## config.mk

```make
export PLATFORM = sky130hd
export DESIGN_NAME = dmem_port_arbiter_flat
export DESIGN_NICKNAME = d
export VERILOG_FILES = /design/src/rtl/dmem_port_arbiter_if.sv /design/src/rtl/dmem_port_arbiter.sv /design/src/flat_wrapper.sv
export SDC_FILE = /design/constraint.sdc
export NUM_CORES = 1
export LEC_CHECK = 0
export BUFFER_PORTS_ARGS = -buffer_cell sky130_fd_sc_hd__buf_2
export CAP_MARGIN = 20
export CORE_ASPECT_RATIO = 0.75
export CORE_MARGIN = 4
export CORE_UTILIZATION = 25
export DETAILED_ROUTE_END_ITERATION = 12
export PLACE_DENSITY = 0.57
export SLEW_MARGIN = 5
export SYNTH_ARGS = -nofsm -noshare
export SYNTH_HDL_FRONTEND = slang
export SYNTH_SLANG_ARGS = --single-unit
```

## constraint.sdc

```tcl
create_clock -name clk -period 2.19 [get_ports clk]
set_input_delay 0.1095 -clock clk [delete_from_list [all_inputs] [get_ports clk]]
set_output_delay 0.1095 -clock clk [all_outputs]
set_load 0.005 [all_outputs]
```

## src/rtl/dmem_port_arbiter_if.sv

```systemverilog
// Bus bundle between the two dmem requesters, the arbiter and the dmem port.
// slave is the arbiter's view; master is the environment (requesters + dmem).
interface dmem_port_arbiter_if;
    logic        rq0_req;
    logic        rq0_we;
    logic [1:0]  rq0_size;
    logic [31:0] rq0_addr;
    logic [31:0] rq0_wdata;
    logic        rq0_ack;

    logic        rq1_req;
    logic        rq1_we;
    logic [1:0]  rq1_size;
    logic [31:0] rq1_addr;
    logic [31:0] rq1_wdata;
    logic        rq1_ack;

    logic [31:0] rsp_rdata;
    logic        rsp_err;
    logic        busy;

    logic        mem_write;
    logic [31:0] mem_addr;
    logic [31:0] mem_wdata;
    logic [1:0]  mem_lwhb;
    logic [1:0]  mem_swhb;
    logic [31:0] mem_rdata;

    modport slave (
        input  rq0_req, rq0_we, rq0_size, rq0_addr, rq0_wdata,
        input  rq1_req, rq1_we, rq1_size, rq1_addr, rq1_wdata,
        input  mem_rdata,
        output rq0_ack, rq1_ack, rsp_rdata, rsp_err, busy,
        output mem_write, mem_addr, mem_wdata, mem_lwhb, mem_swhb
    );

    modport master (
        output rq0_req, rq0_we, rq0_size, rq0_addr, rq0_wdata,
        output rq1_req, rq1_we, rq1_size, rq1_addr, rq1_wdata,
        output mem_rdata,
        input  rq0_ack, rq1_ack, rsp_rdata, rsp_err, busy,
        input  mem_write, mem_addr, mem_wdata, mem_lwhb, mem_swhb
    );
endinterface

```

## src/rtl/dmem_port_arbiter.sv

```systemverilog
// Round-robin arbiter and access sequencer for the shared dmem port.
// state  | meaning
// IDLE   | waiting for a request; picks winner and latches its fields
// ACCESS | mem_* driven for exactly one cycle; response captured at end
// RESP   | one-cycle ack to the granted requester
module dmem_port_arbiter #(
    parameter int ADDR_W = 10
) (
    input  logic               clk,
    input  logic               rstn,
    dmem_port_arbiter_if.slave bus
);

    typedef enum logic [1:0] {
        S_IDLE   = 2'd0,
        S_ACCESS = 2'd1,
        S_RESP   = 2'd2
    } state_t;

    state_t      state;
    logic        last_grant;
    logic        g_id;
    logic        g_we;
    logic        g_err;
    logic [1:0]  g_size;
    logic [31:0] g_addr;
    logic [31:0] g_wdata;

    logic        pick1;
    logic        w_we;
    logic [1:0]  w_size;
    logic [31:0] w_addr;
    logic [31:0] w_wdata;
    logic        w_err;

    // On a tie the requester that did not win last time goes first.
    always_comb begin
        pick1   = bus.rq1_req & (~bus.rq0_req | ~last_grant);
        w_we    = pick1 ? bus.rq1_we    : bus.rq0_we;
        w_size  = pick1 ? bus.rq1_size  : bus.rq0_size;
        w_addr  = pick1 ? bus.rq1_addr  : bus.rq0_addr;
        w_wdata = pick1 ? bus.rq1_wdata : bus.rq0_wdata;
        w_err   = (w_size == 2'b11)
                | ((w_size == 2'b01) & w_addr[0])
                | ((w_size == 2'b00) & (w_addr[1:0] != 2'b00))
                | ((w_addr >> ADDR_W) != 32'd0);
    end

    always_ff @(posedge clk or negedge rstn) begin
        if (!rstn) begin
            state         <= S_IDLE;
            last_grant    <= 1'b1;
            g_id          <= 1'b0;
            g_we          <= 1'b0;
            g_err         <= 1'b0;
            g_size        <= 2'b00;
            g_addr        <= 32'd0;
            g_wdata       <= 32'd0;
            bus.rq0_ack   <= 1'b0;
            bus.rq1_ack   <= 1'b0;
            bus.rsp_rdata <= 32'd0;
            bus.rsp_err   <= 1'b0;
            bus.busy      <= 1'b0;
            bus.mem_write <= 1'b0;
            bus.mem_addr  <= 32'd0;
            bus.mem_wdata <= 32'd0;
            bus.mem_lwhb  <= 2'b00;
            bus.mem_swhb  <= 2'b00;
        end else begin
            case (state)
                S_IDLE: begin
                    bus.rq0_ack <= 1'b0;
                    bus.rq1_ack <= 1'b0;
                    if (bus.rq0_req | bus.rq1_req) begin
                        g_id          <= pick1;
                        g_we          <= w_we;
                        g_err         <= w_err;
                        g_size        <= w_size;
                        g_addr        <= w_addr;
                        g_wdata       <= w_wdata;
                        // dmem decodes writes combinationally, so its inputs
                        // are registered here and live only during ACCESS.
                        bus.mem_addr  <= w_addr;
                        bus.mem_wdata <= w_wdata;
                        bus.mem_write <= w_we & ~w_err;
                        bus.mem_lwhb  <= (!w_we && !w_err) ? w_size : 2'b00;
                        bus.mem_swhb  <= (w_we && !w_err) ? (w_size + 2'd1) : 2'b00;
                        bus.busy      <= 1'b1;
                        state         <= S_ACCESS;
                    end
                end
                S_ACCESS: begin
                    bus.rsp_rdata <= (!g_we && !g_err) ? bus.mem_rdata : 32'd0;
                    bus.rsp_err   <= g_err;
                    bus.mem_write <= 1'b0;
                    bus.mem_addr  <= 32'd0;
                    bus.mem_wdata <= 32'd0;
                    bus.mem_lwhb  <= 2'b00;
                    bus.mem_swhb  <= 2'b00;
                    bus.rq0_ack   <= ~g_id;
                    bus.rq1_ack   <= g_id;
                    state         <= S_RESP;
                end
                S_RESP: begin
                    bus.rq0_ack <= 1'b0;
                    bus.rq1_ack <= 1'b0;
                    last_grant  <= g_id;
                    bus.busy    <= 1'b0;
                    state       <= S_IDLE;
                end
                default: begin
                    bus.rq0_ack   <= 1'b0;
                    bus.rq1_ack   <= 1'b0;
                    bus.busy      <= 1'b0;
                    bus.mem_write <= 1'b0;
                    bus.mem_lwhb  <= 2'b00;
                    bus.mem_swhb  <= 2'b00;
                    state         <= S_IDLE;
                end
            endcase
        end
    end

endmodule

```

## src/flat_wrapper.sv

```systemverilog
// flat-port wrapper written by rule: the top's interface ports become plain ports
module dmem_port_arbiter_flat 
#(
    parameter int ADDR_W = 10
)
  (clk, rstn, bus_rq0_req, bus_rq0_we, bus_rq0_size, bus_rq0_addr, bus_rq0_wdata, bus_rq1_req, bus_rq1_we, bus_rq1_size, bus_rq1_addr, bus_rq1_wdata, bus_mem_rdata, bus_rq0_ack, bus_rq1_ack, bus_rsp_rdata, bus_rsp_err, bus_busy, bus_mem_write, bus_mem_addr, bus_mem_wdata, bus_mem_lwhb, bus_mem_swhb);
  dmem_port_arbiter_if bus_i ();
  input  logic clk;
  input  logic rstn;
  input wire logic [$bits(bus_i.rq0_req)-1:0] bus_rq0_req;
  input wire logic [$bits(bus_i.rq0_we)-1:0] bus_rq0_we;
  input wire logic [$bits(bus_i.rq0_size)-1:0] bus_rq0_size;
  input wire logic [$bits(bus_i.rq0_addr)-1:0] bus_rq0_addr;
  input wire logic [$bits(bus_i.rq0_wdata)-1:0] bus_rq0_wdata;
  input wire logic [$bits(bus_i.rq1_req)-1:0] bus_rq1_req;
  input wire logic [$bits(bus_i.rq1_we)-1:0] bus_rq1_we;
  input wire logic [$bits(bus_i.rq1_size)-1:0] bus_rq1_size;
  input wire logic [$bits(bus_i.rq1_addr)-1:0] bus_rq1_addr;
  input wire logic [$bits(bus_i.rq1_wdata)-1:0] bus_rq1_wdata;
  input wire logic [$bits(bus_i.mem_rdata)-1:0] bus_mem_rdata;
  output wire logic [$bits(bus_i.rq0_ack)-1:0] bus_rq0_ack;
  output wire logic [$bits(bus_i.rq1_ack)-1:0] bus_rq1_ack;
  output wire logic [$bits(bus_i.rsp_rdata)-1:0] bus_rsp_rdata;
  output wire logic [$bits(bus_i.rsp_err)-1:0] bus_rsp_err;
  output wire logic [$bits(bus_i.busy)-1:0] bus_busy;
  output wire logic [$bits(bus_i.mem_write)-1:0] bus_mem_write;
  output wire logic [$bits(bus_i.mem_addr)-1:0] bus_mem_addr;
  output wire logic [$bits(bus_i.mem_wdata)-1:0] bus_mem_wdata;
  output wire logic [$bits(bus_i.mem_lwhb)-1:0] bus_mem_lwhb;
  output wire logic [$bits(bus_i.mem_swhb)-1:0] bus_mem_swhb;
  assign bus_i.rq0_req = bus_rq0_req;
  assign bus_i.rq0_we = bus_rq0_we;
  assign bus_i.rq0_size = bus_rq0_size;
  assign bus_i.rq0_addr = bus_rq0_addr;
  assign bus_i.rq0_wdata = bus_rq0_wdata;
  assign bus_i.rq1_req = bus_rq1_req;
  assign bus_i.rq1_we = bus_rq1_we;
  assign bus_i.rq1_size = bus_rq1_size;
  assign bus_i.rq1_addr = bus_rq1_addr;
  assign bus_i.rq1_wdata = bus_rq1_wdata;
  assign bus_i.mem_rdata = bus_mem_rdata;
  assign bus_rq0_ack = bus_i.rq0_ack;
  assign bus_rq1_ack = bus_i.rq1_ack;
  assign bus_rsp_rdata = bus_i.rsp_rdata;
  assign bus_rsp_err = bus_i.rsp_err;
  assign bus_busy = bus_i.busy;
  assign bus_mem_write = bus_i.mem_write;
  assign bus_mem_addr = bus_i.mem_addr;
  assign bus_mem_wdata = bus_i.mem_wdata;
  assign bus_mem_lwhb = bus_i.mem_lwhb;
  assign bus_mem_swhb = bus_i.mem_swhb;
  dmem_port_arbiter #(.ADDR_W(ADDR_W)) u_core (.clk(clk), .rstn(rstn), .bus(bus_i));
endmodule
```

==> run summary <==
The total clock buffers created by CTS is 9. Counting instances in the post-synthesis netlist gives the leading cell types as 110 x sky130_fd_sc_hd__dfrtp_1, 67 x sky130_fd_sc_hd__mux2i_1, 67 x sky130_fd_sc_hd__o21ai_0. Power spread over the standard cell area amounts to between 1000 and 1500 nW/um^2. The total power is 0.00739 W.

The kind of capture point of the worst setup path is a flip-flop. The cell area reported after detailed placement is 6650 sq um. The final number of setup-violating endpoints is 0. After synthesis the netlist holds a flip-flop and latch count of between 100 and 150.

The portion of synthesized cell area occupied by the leading cell type is around 56%. The async set-reset flop share out of synthesis is 100%. The die boundary width came out at between 150 and 200 um. The top fanout value on the critical path is 6.

The largest voltage drop on the vdd net is between 0.5 and 0.6 mV. The number of different library cells in the post-synthesis netlist is 27. The worst relative slew slack is a little over three fifths. Walking the worst path, the cells encountered are a21boi_4, mux2i_4, inv_1, ha_2, nor4_4, nand4_1, o21ai_2, o2111ai_4, mux2_4.

Grouping stages by cell kind, the critical path spends the most delay in multiplexers. The clock tree synthesis step divided the H-tree into 3 levels. Data arrives at the worst endpoint at 2.39 ns. The boundary pin count is approximately 280.

Entering global routing, the biggest net connects 107 pins. At the end of routability-driven placement, the weighted congestion stood at around 0.77. The via count of the first global-routing pass is 4,505.

The nature of the critical path startpoint is a flip-flop. The total vias in the final route is approximately 4,400. The stage delay of the slowest cell on the critical path came out at just under 0.4 ns. The max-capacitance violation count came out at 0. The full die area came out at between 20,000 and 25,000 sq um. The area growth from synthesis to final layout came out at 48.7%.

The initial utilization of the core area, before any placement, comes to about a quarter. The number of antenna violations at the first check in global routing is 1. The site row count is 44. The final worst clock skew came out at ~0.0053 ns. The transition time at the pin with the least slew margin came out at 0.552 ns. The number of design-rule violations left by the first detailed-router iteration is approximately 260.

The count of unresolved DRC violations after routing came out at 0. The post-synth design cell area is approximately 4900 sq um. Static timing analysis puts the maximum clock frequency at ~460 MHz. The fill cell total of the finished layout came out at just under 2,000. The proportion of layout cells with a drive suffix above 1 came out at between 40 and 50%. The post-synthesis area per instance is 11.2 sq um. The data required time of the critical path came out at ~2.4 ns.

The leakage power figure is ~3.8 nW. The number of clock sinks seen by CTS is 111. The cell count after synthesis came out at between 400 and 500.

The number of optimization iterations in the first detailed-route pass came out at 4. The number of enable flip-flop cells after synthesis came out at 0. At the end of the flow, the number of nets in the layout was 907. Yosys attributes the largest share of cell area to sky130_fd_sc_hd__dfrtp_1 56%, sky130_fd_sc_hd__mux2i_1 14%, sky130_fd_sc_hd__o21ai_0 6.8%, sky130_fd_sc_hd__nand3_1 6.6%, sky130_fd_sc_hd__a22o_1 5.7%. The number of nets still failing antenna checks after routing came out at 0. The vertical die dimension is between 100 and 150 um.

The buffers plus inverters on the worst setup path came out at 1. Adding up every negative setup slack in the final design gives 0 ns. The total wire length came out at ~16 mm. The core footprint is between 15,000 and 20,000 sq um. The largest individual stage delay along the critical path comes from the cell sky130_fd_sc_hd__dfstp_2. After legalization and detailed placement, the total HPWL measured between 10 and 15 mm.

The aggregate global-route resource usage is approximately 14%. The post-route minimum period came out at 2.16 ns. The count of buffers inserted at the top-level ports is 274. The library cell occupying the most area in the post-synthesis netlist is sky130_fd_sc_hd__dfrtp_1. The worst hold-check path type is input pin to flip-flop. The run finished with clean final reports. The CTS tree is done.

The via density per instance came out at around 4.5. Of the synthesized area, sequential elements account for between 50% and 60%. The count of pins over their slew limit is 0. The first global-routing pass estimated 24.0 mm of wire. The warning count from the yosys run is 0. Dividing the detail-routed wire length by the instance count gives about 16 um. The clock root buffer master is sky130_fd_sc_hd__clkbuf_16. The total inserted antenna cells is 0. In this run the deepest clock path goes through 2 buffers. Among all flip-flop cells after synthesis, the most frequent one is sky130_fd_sc_hd__dfrtp_1. The post-route cell area came out at roughly 7300 sq um.

The synthesized netlist net count is 612. The final hold violation count came out at 0. After clock tree synthesis, the clock-pin slew on the worst setup and hold paths is around 0.07 ns.

Setup repair after global routing could not meet its margin everywhere. At the later pin of the worst-skew pair, clock insertion delay measures ~0.35 ns. The most common cell in the synthesized netlist is sky130_fd_sc_hd__dfrtp_1. The number of setup buffers added after CTS is 0.

After global routing the overflow that remains totals 0. The worst setup path is of the flip-flop to flip-flop kind. The final clock period utilization by the worst path came out at a little over nine tenths.
final timing paths:
check,startpoint,endpoint,slack (ns),cells past startpoint
worst max-delay path,u_core.last_grant,u_core.g_err,0.03,9
worst min-delay path,bus_rq0_wdata[5],u_core.bus.mem_wdata[5],0.05,3
worst max register to register,u_core.last_grant,u_core.g_err,0.03,9
worst min register to register,u_core.g_id,u_core.bus.rq0_ack,0.44,1
max in group asynchronous,rstn,u_core.last_grant,1.32,3
min in group asynchronous,rstn,u_core.bus.mem_wdata[6],0.25,2
sequential cells by signal, indices dropped and copies added (netlist names):
| register | flops |
|---|---|
| u_core.last_grant | 1 |
| u_core.bus.rq1_ack | 1 |
| u_core.state | 2 |
| u_core.bus.busy | 1 |
| u_core.bus.mem_addr | 32 |
| u_core.g_err | 1 |
| u_core.bus.mem_swhb | 2 |
| u_core.bus.mem_write | 1 |
| u_core.bus.rq0_ack | 1 |
| u_core.bus.rsp_rdata | 32 |
| u_core.bus.mem_wdata | 32 |
| u_core.g_we | 1 |
| u_core.g_id | 1 |
| u_core.bus.mem_lwhb | 2 |
| u_core.bus.rsp_err | 1 |
report_power, final:
part	internal, W	total (W)	switching (W)
Clock	0.000897	0.00167	0.000770
Sequential	0.00266	0.00295	0.000296
Combinational	0.00113	0.00277	0.00164
layer usage:
layer	share of wire, %	track usage (%)
met5	0.084	0
met4	1.4	4.13
met3	7.8	4.18
met2	49	23.4
met1	42	17.1
worst min-delay path, cell delays in order:
cell and delay [ns]:
sky130_fd_sc_hd__buf_2 0.08, sky130_fd_sc_hd__mux2i_1 0.05, sky130_fd_sc_hd__o21ai_0 0.13
per-stage QoR:
step                      setup slack (ns)  instances  hold WS (ns)  util, %
after global placement             -0.0429        943        0.0988     34.3
after CTS                          0.00461        992        0.0287     37.8
final                               0.0349        992        0.0490     37.8
after floorplan                    -0.0391        439        -0.186        -
after global routing                -0.125        992        0.0450     37.8
after detailed placement            -0.156        943        0.0971     34.3
cell usage in the layout, fill, tap and decap left out, types with 9 or more instances in the layout:
cell type and count:
sky130_fd_sc_hd__nor2_1 10, sky130_fd_sc_hd__mux2i_1 66, sky130_fd_sc_hd__clkbuf_16 9, sky130_fd_sc_hd__o21ai_0 67, sky130_fd_sc_hd__nand2_1 10, sky130_fd_sc_hd__nand3_1 65
sky130_fd_sc_hd__dfrtp_1 110, sky130_fd_sc_hd__a22o_1 32, sky130_fd_sc_hd__dlygate4sd3_1 33, sky130_fd_sc_hd__buf_2 273, sky130_fd_sc_hd__buf_4 9
repair_timing:
item	4_1_cts	5_1_grt
endpoints found under the setup margin	6	6
resized for setup	6	3
hold buffers	33	0
endpoints found under the hold margin	64	0
pin swaps	4	4
area by class of cell:
| class | instances | area [sq um] | area share (%) |
|---|---|---|---|
| multi-input combinational | 285 | 2060 | 28.0 |
| timing repair buffer | 320 | 1860 | 25.3 |
| inverter | 7 | 26.3 | 0.358 |
| clock buffer | 10 | 229 | 3.12 |
| tap | 253 | 317 | 4.32 |
| sequential | 111 | 2780 | 37.9 |
| clock inverter | 6 | 70.1 | 0.955 |
cell families (layout without fill, tap and decap cells):
kind of cell,after synthesis,after routing,share of synthesized area (%)
buffers and inverters,43,343,3.91
AND/OR/NAND/NOR,100,100,10.1
multiplexers,69,69,14.1
flip-flops,111,111,56.3
adder cells (fa/ha/maj),3,3,0.761
AO/OA/AOI/OAI,113,113,14.8
No activity file was read; power rests on OpenSTA's default activity.
